[config.mk]
export PLATFORM = sky130hd
export DESIGN_NAME = inst_mem_loader_flat
export DESIGN_NICKNAME = d
export VERILOG_FILES = /design/src/rtl/inst_mem_loader_if.sv /design/src/rtl/inst_mem_loader.sv /design/src/flat_wrapper.sv
export SDC_FILE = /design/constraint.sdc
export NUM_CORES = 1
export LEC_CHECK = 0
export CORE_AREA = 4 4 78 80
export DETAILED_ROUTE_END_ITERATION = 7
export DIE_AREA = 0 0 82 84
export DONT_BUFFER_PORTS = 1
export MAX_ROUTING_LAYER = met4
export PLACE_DENSITY = 0.8
export SLEW_MARGIN = 15
export SYNTH_ARGS = -nofsm -noshare
export SYNTH_HDL_FRONTEND = slang
export SYNTH_SLANG_ARGS = --single-unit
[constraint.sdc]
create_clock -name i_clk -period 2.37 [get_ports i_clk]
set_input_delay 0.711 -clock i_clk [delete_from_list [all_inputs] [get_ports i_clk]]
set_output_delay 0.711 -clock i_clk [all_outputs]
set_load 0.005 [all_outputs]
[src/rtl/inst_mem_loader_if.sv]
// Byte-receive and instruction-memory write bus of the instruction memory loader.
// slave: the loader side; master: the side feeding bytes and observing the writes.
interface inst_mem_loader_if #(
    parameter int unsigned NBITS     = 32,
    parameter int unsigned MEM_DEPTH = 64
);
    localparam int unsigned CW = $clog2(MEM_DEPTH) + 1;

    logic             i_start;
    logic             i_rx_valid;
    logic [7:0]       i_rx_byte;
    logic             o_rx_ready;
    logic             o_inst_mem_wr_en;
    logic [NBITS-1:0] o_inst_mem_data;
    logic [NBITS-1:0] o_inst_mem_addr;
    logic             o_busy;
    logic             o_done;
    logic [CW-1:0]    o_word_count;
    logic             o_overrun;

    modport slave (
        input  i_start, i_rx_valid, i_rx_byte,
        output o_rx_ready, o_inst_mem_wr_en, o_inst_mem_data, o_inst_mem_addr,
        output o_busy, o_done, o_word_count, o_overrun
    );

    modport master (
        output i_start, i_rx_valid, i_rx_byte,
        input  o_rx_ready, o_inst_mem_wr_en, o_inst_mem_data, o_inst_mem_addr,
        input  o_busy, o_done, o_word_count, o_overrun
    );
endinterface

[src/rtl/inst_mem_loader.sv]
// Instruction memory loader: assembles received bytes MSB-first into NBITS-wide
// words and writes each word to instruction memory with a one-cycle strobe.
// The load ends after a HALT_WORD is written or the memory is full.
module inst_mem_loader #(
    parameter int unsigned      NBITS     = 32,
    parameter int unsigned      MEM_DEPTH = 64,
    parameter logic [NBITS-1:0] HALT_WORD = 32'hFFFFFFFF
) (
    input  logic              i_clk,
    input  logic              i_rst,
    inst_mem_loader_if.slave  bus
);
    localparam int unsigned BYTES = NBITS / 8;
    localparam int unsigned BIW   = (BYTES > 1) ? $clog2(BYTES) : 1;
    localparam int unsigned CW    = $clog2(MEM_DEPTH) + 1;

    typedef enum logic [1:0] {
        IDLE,
        RECV,
        WRITE,
        DONE
    } state_t;

    state_t           state_q, state_d;
    logic [NBITS-1:0] word_q, word_d;   // assembly register
    logic [BIW-1:0]   bidx_q, bidx_d;   // byte index within the current word
    logic [CW-1:0]    widx_q, widx_d;   // word index == words written so far
    logic [NBITS-1:0] data_q, data_d;   // last word presented to memory
    logic [NBITS-1:0] addr_q, addr_d;   // byte address of that word
    logic             ovr_q, ovr_d;

    // State and datapath registers; reset clears everything, memory is untouched.
    always_ff @(posedge i_clk) begin
        if (i_rst) begin
            state_q <= IDLE;
            word_q  <= '0;
            bidx_q  <= '0;
            widx_q  <= '0;
            data_q  <= '0;
            addr_q  <= '0;
            ovr_q   <= 1'b0;
        end else begin
            state_q <= state_d;
            word_q  <= word_d;
            bidx_q  <= bidx_d;
            widx_q  <= widx_d;
            data_q  <= data_d;
            addr_q  <= addr_d;
            ovr_q   <= ovr_d;
        end
    end

    // Next-state logic: byte assembly, word write and termination decisions.
    always_comb begin
        state_d = state_q;
        word_d  = word_q;
        bidx_d  = bidx_q;
        widx_d  = widx_q;
        data_d  = data_q;
        addr_d  = addr_q;
        ovr_d   = ovr_q;

        case (state_q)
            IDLE, DONE: begin
                if (bus.i_start) begin
                    state_d = RECV;
                    word_d  = '0;
                    bidx_d  = '0;
                    widx_d  = '0;
                    ovr_d   = 1'b0;
                end
            end

            RECV: begin
                if (bus.i_rx_valid) begin
                    word_d = (word_q << 8) | NBITS'(bus.i_rx_byte);
                    if (bidx_q == BIW'(BYTES - 1)) begin
                        // Data/address registers are loaded with the finished word so
                        // they present it during WRITE and then hold it afterwards.
                        state_d = WRITE;
                        data_d  = word_d;
                        addr_d  = NBITS'(widx_q) << 2;
                    end else begin
                        bidx_d = bidx_q + BIW'(1);
                    end
                end
            end

            WRITE: begin
                widx_d = widx_q + CW'(1);
                bidx_d = '0;
                if (bus.i_rx_valid) begin
                    ovr_d = 1'b1;
                end
                if ((data_q == HALT_WORD) || (widx_d == CW'(MEM_DEPTH))) begin
                    state_d = DONE;
                end else begin
                    state_d = RECV;
                end
            end

            default: state_d = IDLE;
        endcase
    end

    assign bus.o_rx_ready       = (state_q == RECV);
    assign bus.o_inst_mem_wr_en = (state_q == WRITE);
    assign bus.o_inst_mem_data  = data_q;
    assign bus.o_inst_mem_addr  = addr_q;
    assign bus.o_busy           = (state_q == RECV) || (state_q == WRITE);
    assign bus.o_done           = (state_q == DONE);
    assign bus.o_word_count     = widx_q;
    assign bus.o_overrun        = ovr_q;
endmodule

[src/flat_wrapper.sv]
// flat-port wrapper written by rule: the top's interface ports become plain ports
module inst_mem_loader_flat 
#(
    parameter int unsigned      NBITS     = 32,
    parameter int unsigned      MEM_DEPTH = 64,
    parameter logic [NBITS-1:0] HALT_WORD = 32'hFFFFFFFF
)
  (i_clk, i_rst, bus_i_start, bus_i_rx_valid, bus_i_rx_byte, bus_o_rx_ready, bus_o_inst_mem_wr_en, bus_o_inst_mem_data, bus_o_inst_mem_addr, bus_o_busy, bus_o_done, bus_o_word_count, bus_o_overrun);
  inst_mem_loader_if #(.NBITS(NBITS), .MEM_DEPTH(MEM_DEPTH)) bus_i ();
  input  logic i_clk;
  input  logic i_rst;
  input wire logic [$bits(bus_i.i_start)-1:0] bus_i_start;
  input wire logic [$bits(bus_i.i_rx_valid)-1:0] bus_i_rx_valid;
  input wire logic [$bits(bus_i.i_rx_byte)-1:0] bus_i_rx_byte;
  output wire logic [$bits(bus_i.o_rx_ready)-1:0] bus_o_rx_ready;
  output wire logic [$bits(bus_i.o_inst_mem_wr_en)-1:0] bus_o_inst_mem_wr_en;
  output wire logic [$bits(bus_i.o_inst_mem_data)-1:0] bus_o_inst_mem_data;
  output wire logic [$bits(bus_i.o_inst_mem_addr)-1:0] bus_o_inst_mem_addr;
  output wire logic [$bits(bus_i.o_busy)-1:0] bus_o_busy;
  output wire logic [$bits(bus_i.o_done)-1:0] bus_o_done;
  output wire logic [$bits(bus_i.o_word_count)-1:0] bus_o_word_count;
  output wire logic [$bits(bus_i.o_overrun)-1:0] bus_o_overrun;
  assign bus_i.i_start = bus_i_start;
  assign bus_i.i_rx_valid = bus_i_rx_valid;
  assign bus_i.i_rx_byte = bus_i_rx_byte;
  assign bus_o_rx_ready = bus_i.o_rx_ready;
  assign bus_o_inst_mem_wr_en = bus_i.o_inst_mem_wr_en;
  assign bus_o_inst_mem_data = bus_i.o_inst_mem_data;
  assign bus_o_inst_mem_addr = bus_i.o_inst_mem_addr;
  assign bus_o_busy = bus_i.o_busy;
  assign bus_o_done = bus_i.o_done;
  assign bus_o_word_count = bus_i.o_word_count;
  assign bus_o_overrun = bus_i.o_overrun;
  inst_mem_loader #(.NBITS(NBITS), .MEM_DEPTH(MEM_DEPTH), .HALT_WORD(HALT_WORD)) u_core (.i_clk(i_clk), .i_rst(i_rst), .bus(bus_i));
endmodule
# [Word-level counts from Yosys, hierarchy flattened]
# Index checks and enable logic that the tools add are counted.
[word_totals] reg_bits=75 latch_bits=0 ram_bits=0 romBits=0 inputBits=12 out_inout_bits=76 wordCells=50 mem_count=0
[op_classes] addsub=2 n_mul=0 n_div=0 order_cmp=0 eq_ne=11 shifts=0 n_mux=17 bitwise_logic=1 reduce_logical=12
[ops] cell="$mux 24" n=2
[ops] cell="$pmux 24 s2" n=1
[ops] cell="$eq 32x32->1 const B" n=1
[ops] cell="$or 32x8->32" n=1
[ops] cell="$reduce_and 3->1" n=5
[ops] cell="$mux 2" n=7
[ops] cell="$pmux 7 s2" n=1
[ops] cell="$pmux 2 s3" n=2
[ops] cell="$ne 2x2->1 const B" n=4
[ops] cell="$add 7x1->7 const B" n=1
[ops] cell="$eq 7x7->1 const B" n=1
[ops] cell="$mux 7" n=1
[ops] cell="$eq 2x2->1 const B" n=3
[ops] cell="$reduce_bool 2->1" n=2
[ops] cell="$add 2x1->2 const B" n=1
[ops] cell="$eq 2x1->1 const B" n=1
[ops] cell="$logic_not 2->1" n=1
[ops] cell="$logic_or 1x1->1" n=2
[ops] cell="$mux 1" n=2
[ops] cell="$ne 2x1->1 const B" n=1
[ops] cell="$pmux 1 s2" n=1
[ops] cell="$reduce_and 2->1" n=1
[ops] cell="$reduce_or 2->1" n=1

# [Depth between registers and ports, before layout]
# Gate-level depths: netlist of the first run.
[depth] depth_word=5 depth_mapped=9 mapped_depth_nobuf=6

# [Worst setup path before layout of the first run]
# No wires, ideal clock.
[synth_timing] path_type="register to register" startpoint="reg u_core.state_q[0]" endpoint="reg u_core.word_q[19]" setup_time_ns=0.128 t_arrival_ns=1.608 required_time_ns=2.242 setup_slack_ns=0.634 path_stages_with_launch=10 n_path_buf=3 period_less_slack_ns=1.736 cell_sequence="dfxtp_1 inv_1 ha_1 nand2b_1 buf_2 and3_4 buf_6 buf_6 a22oi_1 nor2_1"
[synth_via] elab_chain_len=4 word_cells_on_any_way=9 classes_between="eq/ne (4); mux (1); reduce/logical (4)"
[synth_rtl] item="start, declared" line="inst_mem_loader.sv:24" text="state_t state_q, state_d;"
[synth_rtl] item="start signal, assigned" line="inst_mem_loader.sv:43" text="state_q <= state_d;"
[synth_rtl] item="$eq 2x2->1 / $logic_not 2->1 (equally long branches)" line="inst_mem_loader.sv:63" text="case (state_q)"
[synth_rtl] item="$reduce_or 2->1" line="inst_mem_loader.sv:63"
[synth_rtl] item="$ne 2x2->1 (no source line) / $reduce_bool 2->1 (equally long branches)"
[synth_rtl] item="$reduce_and 3->1 (no source line)"
[synth_rtl] item="end signal, assigned" line="inst_mem_loader.sv:44" text="word_q <= word_d;"
[synth_rtl] item="end, declared" line="inst_mem_loader.sv:25" text="logic [NBITS-1:0] word_q, word_d;"
# Parallel ways exist; a longest one is shown, timed or not.
# A chain may end at the register's enable or synchronous reset.

# [Worst setup path in the final report of the first run]
[layout_timing] startpoint="reg u_core.state_q[0]" endpoint="out bus_o_busy"
[layout_via] elab_chain_len=2 word_cells_on_any_way=3 classes_between="eq/ne (2); reduce/logical (1)"
[layout_rtl] item="$eq 2x1->1 / $eq 2x2->1 (equally long branches)" line="inst_mem_loader.sv:110" text="assign bus.o_busy = (state_q == RECV) || (state_q == WRITE);"
[layout_rtl] item="$logic_or 1x1->1 (*)" line="inst_mem_loader.sv:110"
[layout_rtl] item="end, declared" line="flat_wrapper.sv:19" text="output wire logic [$bits(bus_i.o_busy)-1:0] bus_o_busy;"
# Mark *: on every way between the ends. The rest lies on a longest branch, timed or not.

==> summary.txt, run 1 <==
Sequential share of power -> 0.499
Die Y -> 84 µm
Footprint of the multi-input gates -> 1388 µm²
Worst min-delay path class -> primary input to flop
DR vias/cell -> 5.613
Async set or reset register ratio after synthesis -> 0
Count of input and output buffers -> 0
Crit path DAT -> 1.32 ns
Clock share of power -> 0.435
DP Cell Count -> 429
Fin. Hold Viols -> 0
# setup viols final -> 0
Layout area overhead -> 3.912%
Cts bufs inserted -> 9
Top cell type's share of synthesized area -> 0.4790
First-pass GRT wire length -> 10.98 mm
Synth area leaders -> dfxtp_1, nand2_1, a21oi_1
FMAX -> 0.4919 GHz
Synth warn -> 0
Worst setup EP type -> primary output
Least-Margin Pin Slew -> 0.5144 ns
Vias in the first global route -> 2,202
Synth top cells by count -> nand2_1, dfxtp_1, a21oi_1
RSZ-0062 raised after global routing -> false
Final worst slack -> 0.3371 ns
Root Buffer -> clkbuf_8
Top-count cell post-synth -> nand2_1
FF+latch count, synth -> 75
Synth area leader -> dfxtp_1
Crit-path slowest cell -> dfxtp_1
Post-Synth Simple-Gate Area -> 0.2180
CTS resizes -> 0
Fillers -> 494
Post-synth EDFFs -> 0
Fin nets -> 386
Max-cap violations -> 0
Status -> finished clean
Cell Area, Synth -> 3134 µm²
Adder-cell area share of the yosys netlist -> 0.02395
Design Power -> 2.573 mW
Final period util -> 0.8578
Compound-Gate Fraction of Synth Area -> 0.1609
Placed Area -> 3024 µm²
Clock Tree Buf Depth -> 2
Static leakage -> 1.129 nW
Clock latency on the worst-skew pair -> 0.35 ns
Post-DP HPWL -> 4.575 mm
Non-filler instance count after layout -> 445
Largest net degree at the start of global routing -> 78
Post-synthesis cell count -> 378
Switch share -> 0.2406
Aggregate global routing overflow -> 0
Cell area after layout -> 3257 µm²
Synth unique cells -> 33
Core area -> 5405 µm²
Syn_area_per_cell -> 8.292 µm²
Placement Setup Slack -> 0.5280 ns
Residual DRC -> 0
DR WL/cell -> 15.56 µm
Sequential cell area -> 1501 µm²
Net Sw Power -> 619.1 µW
CP peak stage delay -> 0.40 ns
CP dominant cell by count -> inv_1
Post-Route WL -> 6.925 mm
Post-synthesis mux area share -> 0.009980
Pint -> 1.954 mW
Critical path peak fanout -> 7
FP Rows -> 27
Boundary Pins -> 88
Bufs and invs on worst path -> 2
CTS sink cnt -> 75
Startpoint types -> flop
Initial antenna violation count -> 0
PwrDens -> 790.0 nW/µm²
CP Cell Sequence -> inv_1, ha_1, inv_1
Die area -> 6888 µm²
Main combinational cell family by area after synthesis -> simple AND/OR/NAND/NOR gates
DRT Pass-1 Iters -> 4
CP required -> 1.66 ns
Family with the most delay on the worst path -> flip-flops
Vias -> 2,498
H-tree levels -> 3
Gate power share -> 0.066
Fin crit period -> 2.033 ns
Number of diodes -> 0
Critical path class -> flop to primary output
Skew final -> 0.009874 ns
RePlAce Congestion -> 0.8559
CTS tree -> done
Die Width -> 82 µm
Slew HR -> 0.6539
Starting density of the core -> 0.5799
Post-DRT Antenna Nets -> 0
Final core occ -> 0.6025
CTS hold repair buffers -> 0
XOR/XNOR Fraction of Synth Area -> 0
Post-CTS Setup Bufs -> 0
Clock transition at path regs -> 0.08 ns
Fraction of layout cells with a size suffix above 1 -> 0.05898
Worst ir drop on vdd -> 0.4230 mV
Initial drt markers -> 175
Final Max Tran Viols -> 0
GRT Overall Usage -> 0.2097
Predominant post-synthesis flop cell -> dfxtp_1
WHS -> 0.4354 ns
Sequential element share of the synthesized area -> 0.4790
Setup TNS -> 0 ns
[power groups by stage]
stage	combinational (mW)	clock [mW]	sequential (mW)
finish	0.171	1.12	1.28
global route	0.192	1.19	1.29
CTS	0.169	1.13	1.28
detailed placement	0.168	0	1.31
global placement	0.166	0	1.31
floorplan	0.201	0	1.31
[cells in the final DEF, fill, tap and decap left out, drive strengths merged, types with 3 or more instances in the layout]
cell type / Yosys / routed
nand3b: 3 / 3
nor2: 30 / 30
nand2: 88 / 88
nor4: 3 / 3
a22oi: 25 / 25
o21ai: 6 / 6
nor3: 3 / 3
a21oi: 46 / 46
a32oi: 4 / 4
ha: 6 / 6
dfxtp: 75 / 75
conb: 1 / 25
inv: 4 / 6
and3: 3 / 3
nand4: 8 / 8
nand2b: 6 / 6
clkbuf: 14 / 10
nand3: 7 / 7
buf: 35 / 4
[per-layer routing]
metal	up-vias	GRT usage	share of wire
li1	1220	-	-
met2	96	0.3145	0.48
met3	11	0.07127	0.096
met5	-	-	0
met1	1171	0.2615	0.41
met4	0	0.07251	0.014
[cell families (layout without fill, tap and decap cells)]
kind of cell               Yosys count  after routing
DFF                                 75             75
other                                1             25
AOI/OAI and AO/OA                   84             84
and+or+nand+nor                    156            156
muxes                                3              3
adders and majority gates            6              6
buffers and inverters               53             24
[sequential cells by signal, indices dropped and copies added, names as in the netlist]
name,cells
u_core.bus.o_overrun,1
u_core.bus.o_word_count,7
u_core.word_q,24
u_core.bus.o_inst_mem_data,32
u_core.bidx_q,2
u_core.state_q,2
u_core.bus.o_inst_mem_addr,7
[layout make-up]
| class | instances | share of cell area |
|---|---|---|
| multi-input cells | 274 | 0.4260 |
| repair buffers | 4 | 0.009220 |
| well taps | 72 | 0.02766 |
| clock buffers | 10 | 0.04226 |
| clock inverters | 6 | 0.02920 |
| inverters | 4 | 0.004610 |
| flip-flops and latches | 75 | 0.4610 |
[final timing paths]
| check | start | to | slack [ns] | cells past startpoint |
|---|---|---|---|---|
| max | u_core.state_q[0]$_SDFFE_PP0P_ | bus_o_busy | 0.34 | 3 |
| min | i_rst | u_core.state_q[0]$_SDFFE_PP0P_ | 0.44 | 1 |
| max reg2reg | u_core.state_q[0]$_SDFFE_PP0P_ | u_core.state_q[1]$_SDFFE_PP0P_ | 0.48 | 6 |
| min reg2reg | u_core.word_q[18]$_SDFFE_PP0P_ | u_core.bus.o_inst_mem_data[26]$_SDFFE_PP0P_ | 0.47 | 2 |
[worst register-to-register path, stage by stage, from the launching register on]
cell	delay (ns)
dfxtp_1	0.40
inv_1	0.08
ha_1	0.38
nand2b_1	0.25
and3_4	0.43
a32oi_1	0.15
o22ai_1	0.14
Power figures use the tool's default switching activity.
==> inputs of run 2 (changes only) <==
--- a/config.mk
+++ b/config.mk
@@ -11,6 +11,7 @@
 export DONT_BUFFER_PORTS = 1
 export MAX_ROUTING_LAYER = met4
 export PLACE_DENSITY = 0.8
+export REMOVE_ABC_BUFFERS = 1
 export SLEW_MARGIN = 15
 export SYNTH_ARGS = -nofsm -noshare
 export SYNTH_HDL_FRONTEND = slang
==> run 2 against run 1 <==
Against the previous run: setup slack lost 0.0058 ns; clock skew shrank 0.00089 ns; global-route usage is essentially flat; utilization shrank 0.49 points; hold slack got worse by 0.012 ns; non-clock buffer count unchanged; register-to-register slack lost 0.02 ns; total power is 3.0% lower; sequential share of layout area increased by 0.37 points; clock power shrank 7%; critical path type unchanged.
==> summary.txt, run 2 (synthesis gave the netlist of run 1 again) <==
DP Cell Count -> 429
# setup viols final -> 0
Clock transition at path regs -> 0.08 ns
Post-CTS Setup Bufs -> 0
Fin crit period -> 2.039 ns
Fraction of layout cells with a size suffix above 1 -> 0.05376
GRT Overall Usage -> 0.2096
Clock latency on the worst-skew pair -> 0.35 ns
Pint -> 1.907 mW
Cts bufs inserted -> 9
Die area -> 6888 µm²
Die Y -> 84 µm
DR vias/cell -> 5.532
FP Rows -> 27
Layout area overhead -> 3.074%
Sequential share of power -> 0.514
Final period util -> 0.8602
CTS resizes -> 0
Skew final -> 0.008984 ns
Residual DRC -> 0
First-pass GRT wire length -> 10.92 mm
Gate power share -> 0.069
Least-Margin Pin Slew -> 0.4936 ns
Fin. Hold Viols -> 0
Critical path peak fanout -> 7
Fin nets -> 386
Final Max Tran Viols -> 0
Most frequent cells in the layout -> nand2_1, dfxtp_1, a21oi_1
Commonest non-fill, non-tap cell in the layout -> nand2_1
Post-DP HPWL -> 4.497 mm
Setup TNS -> 0 ns
Initial antenna violation count -> 0
Worst min-delay path class -> primary input to flop
CTS sink cnt -> 75
RePlAce Congestion -> 0.7422
Post-Route WL -> 6.635 mm
Switch share -> 0.2357
CP required -> 1.66 ns
Core area -> 5405 µm²
Vias -> 2,456
Largest net degree at the start of global routing -> 78
Boundary Pins -> 88
Starting density of the core -> 0.5799
Net Sw Power -> 588.3 µW
Worst setup EP type -> primary output
Slew HR -> 0.6688
Initial drt markers -> 136
Clock share of power -> 0.417
Max-cap violations -> 0
Vias in the first global route -> 2,327
Startpoint types -> flop
RSZ-0062 raised after global routing -> false
Critical path class -> flop to primary output
DRT Pass-1 Iters -> 4
Number of diodes -> 0
Non-filler instance count after layout -> 444
Count of input and output buffers -> 0
Aggregate global routing overflow -> 0
Clock Tree Buf Depth -> 2
PwrDens -> 772.5 nW/µm²
FMAX -> 0.4905 GHz
CTS tree -> done
Worst ir drop on vdd -> 0.4112 mV
Crit path DAT -> 1.33 ns
Post-DRT Antenna Nets -> 0
Die Width -> 82 µm
Status -> finished clean
Number of flip-flops in the largest register -> 32
H-tree levels -> 3
Static leakage -> 1.117 nW
Root Buffer -> clkbuf_8
Final core occ -> 0.5977
DR WL/cell -> 14.94 µm
CTS hold repair buffers -> 0
## run 2: changes by cell type in the layout (fill, tap and decap cells not counted)
cell	change
clkinv_4	-1
clkbuf_8	-1
clkinv_2	+2
inv_6	-2
clkbuf_1	+1
## run 2: worst paths after layout
check                                               startpoint                                          end  slack, ns  cells after the start
worst min register to register  u_core.word_q[17]$_SDFFE_PP0P_  u_core.bus.o_inst_mem_data[25]$_SDFFE_PP0P_       0.44                      2
worst max-delay path            u_core.state_q[0]$_SDFFE_PP0P_                                   bus_o_busy       0.33                      3
worst max register to register  u_core.state_q[0]$_SDFFE_PP0P_               u_core.state_q[1]$_SDFFE_PP0P_       0.46                      6
worst min-delay path                                     i_rst   u_core.bus.o_inst_mem_data[4]$_SDFFE_PP0P_       0.42                      1
## run 2: through the flow
| step | hold slack [ns] | setup WS [ns] | total power, mW | cell area, µm² |
|---|---|---|---|---|
| after floorplan | 0.4255 | 0.3274 | 1.437 | 2904 |
| after global placement | 0.4401 | 0.6110 | 1.474 | 3024 |
| after detailed placement | 0.4399 | 0.5022 | 1.479 | 3024 |
| after CTS | 0.4147 | 0.3142 | 2.507 | 3231 |
| after global routing | 0.4102 | 0.2521 | 2.593 | 3231 |
| final | 0.4234 | 0.3313 | 2.496 | 3231 |
## run 2: routing by layer
metal | vias to the layer above | GRT usage | part of all wire
met4 | 0 | 0.1027 | 0.019
met5 | - | - | 0
met3 | 11 | 0.07019 | 0.090
met2 | 85 | 0.3248 | 0.48
met1 | 1141 | 0.2388 | 0.41
li1 | 1219 | - | -
## run 2: worst max-delay path: stages, from the launching register on
cell and delay [ns]:
dfxtp_1 0.39, inv_1 0.08, ha_1 0.38, inv_1 0.13
## run 2: final cells by class
cell class	count	area [µm²]
fillers	490	2175
flip-flops and latches	75	1501
multi-input cells	274	1388
clock buffers	10	127.6
well taps	72	90.09
clock inverters	5	78.83
repair buffers	4	30.03
inverters	4	15.01
## run 2: power by group through the flow
stage / clock network [mW] / logic (mW) / registers (mW)
global route: 1.11 / 0.195 / 1.28
floorplan: 0 / 0.128 / 1.31
CTS: 1.06 / 0.169 / 1.28
detailed placement: 0 / 0.167 / 1.31
global placement: 0 / 0.164 / 1.31
finish: 1.04 / 0.173 / 1.28
